`src/rtl/alarm_pkg.sv`:
```
// Shared types and helpers for the alarm bank.
// Holds the day length, channel state encoding, config bundle and ring-length decode.
package alarm_pkg;

    localparam int          TIME_W      = 17;
    localparam int          REM_W       = 6;
    localparam logic [16:0] SEC_PER_DAY = 17'd86400;

    typedef enum logic [1:0] {
        ST_IDLE    = 2'd0,
        ST_RINGING = 2'd1,
        ST_SNOOZED = 2'd2
    } ch_state_e;

    typedef struct packed {
        logic [16:0] tval;
        logic [1:0]  len;
        logic [1:0]  music;
    } ch_cfg_t;

    function automatic logic [5:0] len_secs(input logic [1:0] code);
        logic [5:0] secs;
        unique case (code)
            2'd0:    secs = 6'd15;
            2'd1:    secs = 6'd30;
            2'd2:    secs = 6'd45;
            default: secs = 6'd60;
        endcase
        return secs;
    endfunction

endpackage

```
`src/rtl/alarm_channel.sv`:
```
// One alarm channel: stored time/len/music/enable plus IDLE/RINGING/SNOOZED FSM.
// Ports: clk, rst, tick_1hz, now_sec, sel-qualified write/toggle strobes,
//   dismiss, snooze in; ringing, en, cfg out.
// Macro ALARM_BANK_SNOOZE_EN builds the wake register and SNOOZED re-ring path.
module alarm_channel
    import alarm_pkg::*;
#(
    parameter int SNOOZE_SECS = 300
) (
    input  logic        clk,
    input  logic        rst,
    input  logic        tick_1hz,
    input  logic [16:0] now_sec,
    input  logic        wr_time,
    input  logic [16:0] wr_time_val,
    input  logic        wr_len,
    input  logic [1:0]  wr_len_val,
    input  logic        wr_music,
    input  logic [1:0]  wr_music_val,
    input  logic        tog_en,
    input  logic        dismiss,
    input  logic        snooze,
    output logic        ringing,
    output logic        en,
    output ch_cfg_t     cfg
);

    ch_state_e        state_q, state_d;
    logic [REM_W-1:0] rem_q, rem_d;
    logic             en_q, en_d;
    ch_cfg_t          cfg_q, cfg_d;
    logic             snooze_hit;
    logic             wake_hit;

`ifdef ALARM_BANK_SNOOZE_EN
    localparam logic [17:0] DAY18 = {1'b0, SEC_PER_DAY};

    logic [16:0] wake_q, wake_d;
    logic [17:0] wake_sum;

    always_comb begin
        wake_sum = {1'b0, now_sec} + 18'(SNOOZE_SECS);
        wake_d   = wake_q;
        if (snooze && state_q == ST_RINGING) begin
            wake_d = (wake_sum >= DAY18) ? 17'(wake_sum - DAY18)
                                         : wake_sum[16:0];
        end
    end

    always_ff @(posedge clk or posedge rst) begin
        if (rst) wake_q <= '0;
        else     wake_q <= wake_d;
    end

    assign snooze_hit = snooze;
    assign wake_hit   = (now_sec == wake_q);
`else
    logic snooze_unused;
    assign snooze_unused = snooze;
    assign snooze_hit    = 1'b0;
    assign wake_hit      = 1'b0;
`endif

    always_ff @(posedge clk or posedge rst) begin
        if (rst) begin
            state_q <= ST_IDLE;
            rem_q   <= '0;
            en_q    <= 1'b0;
            cfg_q   <= '0;
        end else begin
            state_q <= state_d;
            rem_q   <= rem_d;
            en_q    <= en_d;
            cfg_q   <= cfg_d;
        end
    end

    always_comb begin
        cfg_d = cfg_q;
        if (wr_time && wr_time_val < SEC_PER_DAY) cfg_d.tval = wr_time_val;
        if (wr_len) cfg_d.len = wr_len_val;
        if (wr_music && wr_music_val != 2'd3) cfg_d.music = wr_music_val;
        en_d    = en_q ^ tog_en;
        state_d = state_q;
        rem_d   = rem_q;
        // Dismiss and disable dominate any same-cycle match or wake.
        if (dismiss || !en_d) begin
            state_d = ST_IDLE;
            rem_d   = '0;
        end else begin
            unique case (state_q)
                ST_IDLE: begin
                    if (en_q && tick_1hz && now_sec == cfg_q.tval) begin
                        state_d = ST_RINGING;
                        rem_d   = len_secs(cfg_q.len);
                    end
                end
                ST_RINGING: begin
                    if (snooze_hit) begin
                        state_d = ST_SNOOZED;
                    end else if (tick_1hz) begin
                        if (rem_q <= 6'd1) begin
                            state_d = ST_IDLE;
                            rem_d   = '0;
                        end else begin
                            rem_d = rem_q - 6'd1;
                        end
                    end
                end
                ST_SNOOZED: begin
                    if (tick_1hz && wake_hit) begin
                        state_d = ST_RINGING;
                        rem_d   = len_secs(cfg_q.len);
                    end
                end
                default: state_d = ST_IDLE;
            endcase
        end
    end

    always_comb begin
        ringing = (state_q == ST_RINGING);
        en      = en_q;
        cfg     = cfg_q;
    end

endmodule

```
`src/rtl/alarm_bank.sv`:
```
// Bank of NUM_ALARMS alarm channels with lowest-index ring priority and sel readback.
// Ports: clk, rst, tick_1hz, now_sec, sel, wr_* strobes, tog_en, dismiss, snooze in;
//   ring, ring_idx, ring_music, en_vec, rd_time/len/music/en out.
// Macro ALARM_BANK_SNOOZE_EN enables snooze (port is ignored otherwise).
module alarm_bank
    import alarm_pkg::*;
#(
    parameter  int NUM_ALARMS  = 4,
    parameter  int SNOOZE_SECS = 300,
    localparam int IDX_W = (NUM_ALARMS > 1) ? $clog2(NUM_ALARMS) : 1
) (
    input  logic                  clk,
    input  logic                  rst,
    input  logic                  tick_1hz,
    input  logic [16:0]           now_sec,
    input  logic [IDX_W-1:0]      sel,
    input  logic                  wr_time,
    input  logic [16:0]           wr_time_val,
    input  logic                  wr_len,
    input  logic [1:0]            wr_len_val,
    input  logic                  wr_music,
    input  logic [1:0]            wr_music_val,
    input  logic                  tog_en,
    input  logic                  dismiss,
    input  logic                  snooze,
    output logic                  ring,
    output logic [IDX_W-1:0]      ring_idx,
    output logic [1:0]            ring_music,
    output logic [NUM_ALARMS-1:0] en_vec,
    output logic [16:0]           rd_time,
    output logic [1:0]            rd_len,
    output logic [1:0]            rd_music,
    output logic                  rd_en
);

    logic [NUM_ALARMS-1:0] ring_vec;
    ch_cfg_t               cfg_arr [NUM_ALARMS];

    // An out-of-range sel matches no channel, so its writes vanish.
    for (genvar i = 0; i < NUM_ALARMS; i++) begin : g_ch
        logic hit;
        assign hit = (sel == IDX_W'(i));

        alarm_channel #(
            .SNOOZE_SECS (SNOOZE_SECS)
        ) u_ch (
            .clk          (clk),
            .rst          (rst),
            .tick_1hz     (tick_1hz),
            .now_sec      (now_sec),
            .wr_time      (wr_time && hit),
            .wr_time_val  (wr_time_val),
            .wr_len       (wr_len && hit),
            .wr_len_val   (wr_len_val),
            .wr_music     (wr_music && hit),
            .wr_music_val (wr_music_val),
            .tog_en       (tog_en && hit),
            .dismiss      (dismiss),
            .snooze       (snooze),
            .ringing      (ring_vec[i]),
            .en           (en_vec[i]),
            .cfg          (cfg_arr[i])
        );
    end

    assign ring = |ring_vec;

    // Scan high to low so the lowest ringing index wins.
    always_comb begin
        ring_idx   = '0;
        ring_music = '0;
        for (int i = NUM_ALARMS - 1; i >= 0; i--) begin
            if (ring_vec[i]) begin
                ring_idx   = IDX_W'(i);
                ring_music = cfg_arr[i].music;
            end
        end
    end

    always_comb begin
        rd_time  = '0;
        rd_len   = '0;
        rd_music = '0;
        rd_en    = 1'b0;
        for (int i = 0; i < NUM_ALARMS; i++) begin
            if (sel == IDX_W'(i)) begin
                rd_time  = cfg_arr[i].tval;
                rd_len   = cfg_arr[i].len;
                rd_music = cfg_arr[i].music;
                rd_en    = en_vec[i];
            end
        end
    end

endmodule
```
`config.mk`:
```
export PLATFORM = sky130hd
export DESIGN_NAME = alarm_bank
export DESIGN_NICKNAME = d
export VERILOG_FILES = /design/src/rtl/alarm_pkg.sv /design/src/rtl/alarm_channel.sv /design/src/rtl/alarm_bank.sv
export SDC_FILE = /design/constraint.sdc
export NUM_CORES = 1
export LEC_CHECK = 0
export ABC_AREA = 1
export CORE_MARGIN = 3
export CORE_UTILIZATION = 51
export CTS_CLUSTER_DIAMETER = 80
export CTS_CLUSTER_SIZE = 20
export DETAILED_ROUTE_END_ITERATION = 16
export PLACE_DENSITY = 0.76
export SETUP_SLACK_MARGIN = 0.5
export SLEW_MARGIN = 20
export SYNTH_ARGS = -nofsm -noshare
export SYNTH_HDL_FRONTEND = slang
export SYNTH_SLANG_ARGS = --single-unit
```
`constraint.sdc`:
```
create_clock -name clk -period 4.6 [get_ports clk]
set_input_delay 1.38 -clock clk [delete_from_list [all_inputs] [get_ports clk]]
set_output_delay 1.38 -clock clk [all_outputs]
set_load 0.01 [all_outputs]
```
==> flow_summary_export.csv <==
group,metric,value,unit
sta,setup_violations,0,
global_routing,gr-usage-met1,36.6,%
synth,synth_area_leaders,"sky130_fd_sc_hd__dfrtp_1 (42%), sky130_fd_sc_hd__nand2_1 (15%), sky130_fd_sc_hd__o21ai_0 (8.3%)",
sta,layout_worst_path_cycle_share,86.2,%
sta,hold_viol,0,
pwr,max_rail_drop_vdd,0.271,mV
sta,fmaxAchievable,252,MHz
placement,place_congestion,0.934,
detailed_routing,dr.pass1.iters,5,
placement,placedInstanceArea,8070,µm²
floorplan,fp.dieArea,15100,µm²
worst_setup_path,setup.worst_path.start,"sel[0]",
synth,postSynthCellCount,949,
clock_tree,clk_path_buf_depth,2,
outcome,outcome,"finished, final reports clean",
clock_tree,cts-buffers-inserted,17,
sta,maxSlewHeadroom,56.1,%
synth,yosys.cell_count.top_type,"sky130_fd_sc_hd__nand2_1",
synth,synth_commonest_cells,"sky130_fd_sc_hd__nand2_1 (288), sky130_fd_sc_hd__dfrtp_1 (116), sky130_fd_sc_hd__o21ai_0 (116)",
synth,yosys_most_used_dff,"sky130_fd_sc_hd__dfrtp_1",
min_path,hold_start,"g_ch[3].u_ch.cfg[2]",
flow_run,max_cap_viol_count,0,
worst_setup_path,critPathMaxFanout,6,
global_routing,grt_pass1_wl,33000,µm
synth,ys_warn_count,0,
global_routing,grt_start_max_net_pins,66,
floorplan,die_w,123,µm
synth,synth_area_leader_cell,"sky130_fd_sc_hd__dfrtp_1",
floorplan,rows,42,
worst_setup_path,critical_path.endpoint_type,"output port",
synth,synth.lib_cells_used.distinct,44,
detailed_routing,dr.first_iter.drc_count,646,
synth,synth_largest_type_area_fraction,41.6,%
global_routing,globalRoute.busiestLayer,"met2",
detailed_routing,wl,20400,µm
synth,synth_nets,1006,
min_path,min-delay-path-class,"flop to flop",
cells_and_area,area_growth_syn_to_layout,26.0,%
pwr,fin_total_pwr,4270,µW
clock_tree,htreeDepth,4,
synth,synth_xor_xnor_area_share,5.36,%
clock_tree,cts_root_buf,"sky130_fd_sc_hd__clkbuf_16",
sta,period_needed,3960,ps
worst_setup_path,required_worst_endpoint,3220,ps
floorplan,effective_utilization_at_floorplan,52.5,%
detailed_routing,antenna_violating_nets_post_route,0,
synth,syn_avg_cell_area,7.35,µm²
worst_setup_path,cpMaxStageDelayCell,"sky130_fd_sc_hd__a221o_1",
floorplan,i_o_pin_count,80,
synth,synth_seq_area_share,41.6,%
detailed_routing,drt-wirelength-per-cell,16.6,µm
synth,yosys_register_bits,116,
worst_setup_path,timing.critical_path.slowest_cell_delay,310,ps
global_routing,grt_usage,28.4,%
sta,maxSlewViolCount,0,
global_routing,grt_antenna_before_repair,0,
cells_and_area,n_antenna_cell,0,
global_routing,grt_pass1_vias,6453,
global_routing,globalRouteOverflowTotal,0,
cells_and_area,fraction_of_final_layout_cells_sized_beyond_drive_strength_1,10.4,%
floorplan,chipHeight,123,µm
pwr,combinationalPowerShare,30.1,%
synth,synth_compound_gate_area_share,15.9,%
worst_setup_path,timing.critical_path.cells,"buf_2 -> inv_2 -> nand2_8 -> buf_4 -> o22ai_1 -> a221o_1 -> dlygate4sd2_1",
global_routing,gr-usage-met3,6.50,%
pwr,static_leakage,0.00426,µW
synth,synth_edf_count,0,
worst_setup_path,timing_worst_setup_path_type,"input pin to output port",
clock_tree,tritoncts,"built",
sta,rsz0062_at_grt,"no",
clock_tree,clk-insertion-delay-late,420,ps
placement,number_of_buffers_inserted_by_port_buffering,78,
cells_and_area,fill_cell_instance_count_of_the_final_layout,1150,
sta,worst_clock_skew,8.08,ps
pwr,internal_power,2820,µW
synth,main_combinational_cell_family_by_area_after_synthesis,"simple AND/OR/NAND/NOR gates",
detailed_routing,num_vias,6784,
global_routing,groute.layer.met2.usage,46.6,%
detailed_routing,drc,0,
placement,dp_hpwl,14800,µm
clock_tree,numClockSinks,116,
clock_tree,clkTransAtPathRegs,50,ps
synth,synthMuxAreaShare,0,%
worst_setup_path,worst_setup_path_start_kind,"input pin",
sta,timing_worst_slew_pin_value,656,ps
cells_and_area,stdcell_area,8790,µm²
worst_setup_path,worst_r2r_startpoint,"g_ch[1].u_ch.state_q[0]",
pwr,switching_power_share_of_the_total,33.9,%
pwr,share_seq_of_total_power,34.5,%
pwr,share_clk_of_total_power,35.5,%
floorplan,placeableCoreArea,13300,µm²
pwr,p_sw,1450,µW
cells_and_area,design.final.nets,1101,
pwr,power.density_cell_area,486,nW/µm²
detailed_routing,drt-vias-per-instance,5.50,
synth,post_synth_instance_area,6980,µm²
synth,synthArstFlopShare,100,%
synth,synth-simple-area-share,27.0,%
worst_setup_path,crit_arrival,2580,ps
synth,synth_fa_ha_area_share,1.43,%
## cells by family after synthesis
kind of cell	count (synthesis)
xor gates and xnor gates	41
and+or+nand+nor	445
adders and majority gates	8
DFF	116
buffers and inverters	150
AOI/OAI and AO/OA	189
## registers in the layout, indices dropped and copies added, names as in the netlist
signal,flops
g_ch.u_ch.cfg,84
g_ch.u_ch.en,4
g_ch.u_ch.rem_q,24
g_ch.u_ch.state_q,4
## path summary, 6_finish.rpt
| kind | to | slack [ps] | cells past startpoint |
|---|---|---|---|
| max | rd_time[16] | 640 | 7 |
| min | g_ch[3].u_ch.cfg[2] | 480 | 2 |
| max reg2reg | g_ch[1].u_ch.rem_q[3] | 2510 | 7 |
| min reg2reg | g_ch[3].u_ch.cfg[2] | 480 | 2 |
| max in group asynchronous | g_ch[2].u_ch.cfg[4] | 2550 | 3 |
| min in group asynchronous | g_ch[0].u_ch.rem_q[2] | 1240 | 2 |
## layout by cell type (no fill, tap or decap), drive strengths merged, types with 5 or more instances in the layout
cell type | synthesis | layout
xnor2 | 23 | 23
o211ai | 7 | 7
inv | 119 | 118
bufinv | 0 | 5
o21ai | 123 | 123
ha | 8 | 8
dlygate4sd2 | 0 | 18
nand3 | 53 | 53
nor2 | 61 | 61
nor3 | 10 | 10
or2 | 5 | 5
o2111ai | 13 | 13
clkdlybuf4s50 | 0 | 54
nand4 | 11 | 11
dfrtp | 116 | 116
xor2 | 18 | 18
buf | 17 | 29
a21oi | 26 | 26
clkbuf | 13 | 26
o22ai | 11 | 11
nand2 | 300 | 300
## area by class of cell
| cell class | instances | area (µm²) | share of cell area (%) |
|---|---|---|---|
| Clock buffer | 24 | 512 | 5.82 |
| Clock inverter | 8 | 168 | 1.91 |
| Inverter | 120 | 469 | 5.34 |
| Multi-Input combinational cell | 683 | 3510 | 39.9 |
| Sequential cell | 116 | 2900 | 33.0 |
| Tap cell | 176 | 220 | 2.51 |
| Timing Repair Buffer | 106 | 1010 | 11.5 |
## worst max-delay path: cells and delay by family
family / cells / cell delay, ps
compound gates: 2 / 370
simple gates: 1 / 120
buf+inv: 4 / 710
## metrics by stage
stage	util (%)	TNS [ps]	instances	setup WS [ps]	hold WS, ps
after global routing	66.1	0	1233	597	510
after global placement	60.7	-143	1199	-36.9	468
after floorplan	-	0	949	1030	453
final	66.1	0	1233	637	483
after CTS	66.1	0	1233	502	487
after detailed placement	60.7	-129	1199	-68.9	473
## power groups by stage
| stage | Clock [µW] | Sequential, µW | Combinational, µW |
|---|---|---|---|
| 2_1_floorplan | 0 | 1410 | 904 |
| 3_3_place_gp | 0 | 1480 | 1250 |
| 3_5_place_dp | 0 | 1480 | 1280 |
| 4_1_cts | 1520 | 1470 | 1280 |
| 5_1_grt | 1570 | 1500 | 1440 |
| 6_report | 1510 | 1470 | 1280 |
## routing by layer
metal,routed length [µm],part of all wire [%]
met1,8590,42
met5,0,0
met4,511,2.5
met3,1560,7.7
met2,9770,48
## what timing repair did
| item | in CTS | in global routing |
|---|---|---|
| resized for setup | 42 | 11 |
| setup endpoints to repair | 22 | 16 |
| hold buffers | 0 | 0 |
| buffers inserted | 2 | 0 |
| pin swaps | 0 | 0 |
(Power assumes the default switching activity.)
==> variant, RTL diff (same settings) <==
Change the parameter `NUM_ALARMS` from 4 to 8.
--- a/src/rtl/alarm_bank.sv
+++ b/src/rtl/alarm_bank.sv
@@ -5,7 +5,7 @@
 module alarm_bank
     import alarm_pkg::*;
 #(
-    parameter  int NUM_ALARMS  = 4,
+    parameter  int NUM_ALARMS  = 8,
     parameter  int SNOOZE_SECS = 300,
     localparam int IDX_W = (NUM_ALARMS > 1) ? $clog2(NUM_ALARMS) : 1
 ) (
Interface: changed (resized en_vec, ring_idx and sel); port bits go from 80 to 86. No check against the original RTL was run, so the function may have changed too.
==> variant against the original RTL <==
Setup slack got worse by 160 ps. Synthesized cell count is 150% higher. Sequential power grew 100%. Maximum frequency fell by 3.8%. Non-clock buffer count is 67 higher. Critical endpoint is now rd_len[1]. Hold slack lost 2.2 ps. Sequential cell count rose by 116. Clock skew is 13 ps higher. Die area is 110% higher. Area after synthesis rose by 120%. Wire length rose to 2.5 times the old value. Design area grew 100%. Total power increased by 61%.
==> variant: results <==
{
  "via_per_inst": 5.80,
  "clk_path_buf_depth": 3,
  "ir_drop_uv": 231,
  "avgSynthCellArea_um2": 6.61,
  "gp_congestion": 0.985,
  "wirelength_mm": 51.8,
  "drtIter0Drc": 2080,
  "total_leakage_power_nw": 9.04,
  "grt_pass1_vias": 14988,
  "grt_usage_pct": 30.6,
  "num_vias": 16221,
  "synth_area_leaders": "dfrtp_1 (38%), nand2_1 (23%), nand4_1 (7.5%), inv_1 (5.6%), nor2_1 (4.5%)",
  "yosysSeqAreaShare_pct": 37.7,
  "fill_cells": 2735,
  "grt_max_degree": 114,
  "firstDrtPassIters": 9,
  "hpwl_mm": 35.5,
  "htreeDepth": 1,
  "layout-drive-gt1-share_pct": 8.65,
  "critPathArrivalTime_ps": 2740,
  "final.setup_skew_ps": 21.4,
  "status": "completed",
  "relSlewSlack_pct": 43.9,
  "grt_pass1_wl_mm": 80.9,
  "synth_cell_types": 42
}
## variant: stage by stage
stage	worst slack, ps	utilization, %	hold slack (ps)	power [mW]
after global placement	-239	56.6	453	5.24
after CTS	500	59.0	480	6.84
after global routing	422	59.2	501	7.32
after floorplan	184	-	442	4.55
final	480	59.2	480	6.87
after detailed placement	-246	56.6	459	5.34
## variant: logic make-up (layout without fill, tap and decap cells)
group / Yosys count / after routing / synth area share [%]
flip-flops: 232 / 232 / 37.7
adder cells (fa/ha/maj): 16 / 16 / 1.30
XOR/XNOR: 40 / 40 / 2.27
AO/OA/AOI/OAI: 173 / 173 / 6.58
buffers and inverters: 361 / 437 / 9.83
AND/OR/NAND/NOR: 1508 / 1508 / 42.3
## variant: path summary, 6_finish.rpt
path | start | to | slack (ps) | cells past startpoint
max | sel[2] | rd_len[1] | 480 | 11
min | g_ch[4].u_ch.cfg[17] | g_ch[4].u_ch.cfg[17] | 480 | 2
max reg2reg | g_ch[4].u_ch.state_q[0] | g_ch[4].u_ch.rem_q[3] | 2410 | 7
min reg2reg | g_ch[4].u_ch.cfg[17] | g_ch[4].u_ch.cfg[17] | 480 | 2
max in group asynchronous | rst | g_ch[3].u_ch.cfg[5] | 2340 | 3
min in group asynchronous | rst | g_ch[2].u_ch.rem_q[0] | 1340 | 2
## variant: critical path, cell delays in order
cell and delay (ps):
buf_6 90, buf_8 130, nor3_4 240, buf_4 160
buf_6 90, buf_6 130, nand2_1 50, o211ai_1 90
o22ai_1 90, nand4_1 120, buf_2 150
## variant: layout make-up
cell class | count | area share [%]
sequential | 232 | 33.0
tap | 390 | 2.77
inverter | 241 | 5.24
multi-input combinational | 1737 | 46.7
timing repair buffer | 173 | 9.51
clock inverter | 5 | 0.348
clock buffer | 18 | 2.44
## variant: timing repair
| action | 4_1_cts | 5_1_grt |
|---|---|---|
| setup buffers | 12 | 5 |
| pin swaps | 16 | 19 |
| cloned | 2 | 0 |
| resized for setup | 127 | 31 |
| setup endpoints to repair | 22 | 20 |
## variant: layer usage
| metal | track usage [%] | wire length, um | up-vias |
|---|---|---|---|
| met5 | 0 | 0 | - |
| met4 | 12.2 | 2530 | 0 |
| met3 | 4.92 | 5020 | 179 |
| met2 | 50.3 | 23900 | 913 |
| met1 | 40.7 | 20400 | 7500 |
| li1 | - | - | 7629 |
## variant: power breakdown
group          internal, mW  leakage, nW  switching, mW
Sequential             2.48         2.94          0.494
Clock                 0.696        0.241          0.804
Combinational         0.906         5.85           1.50
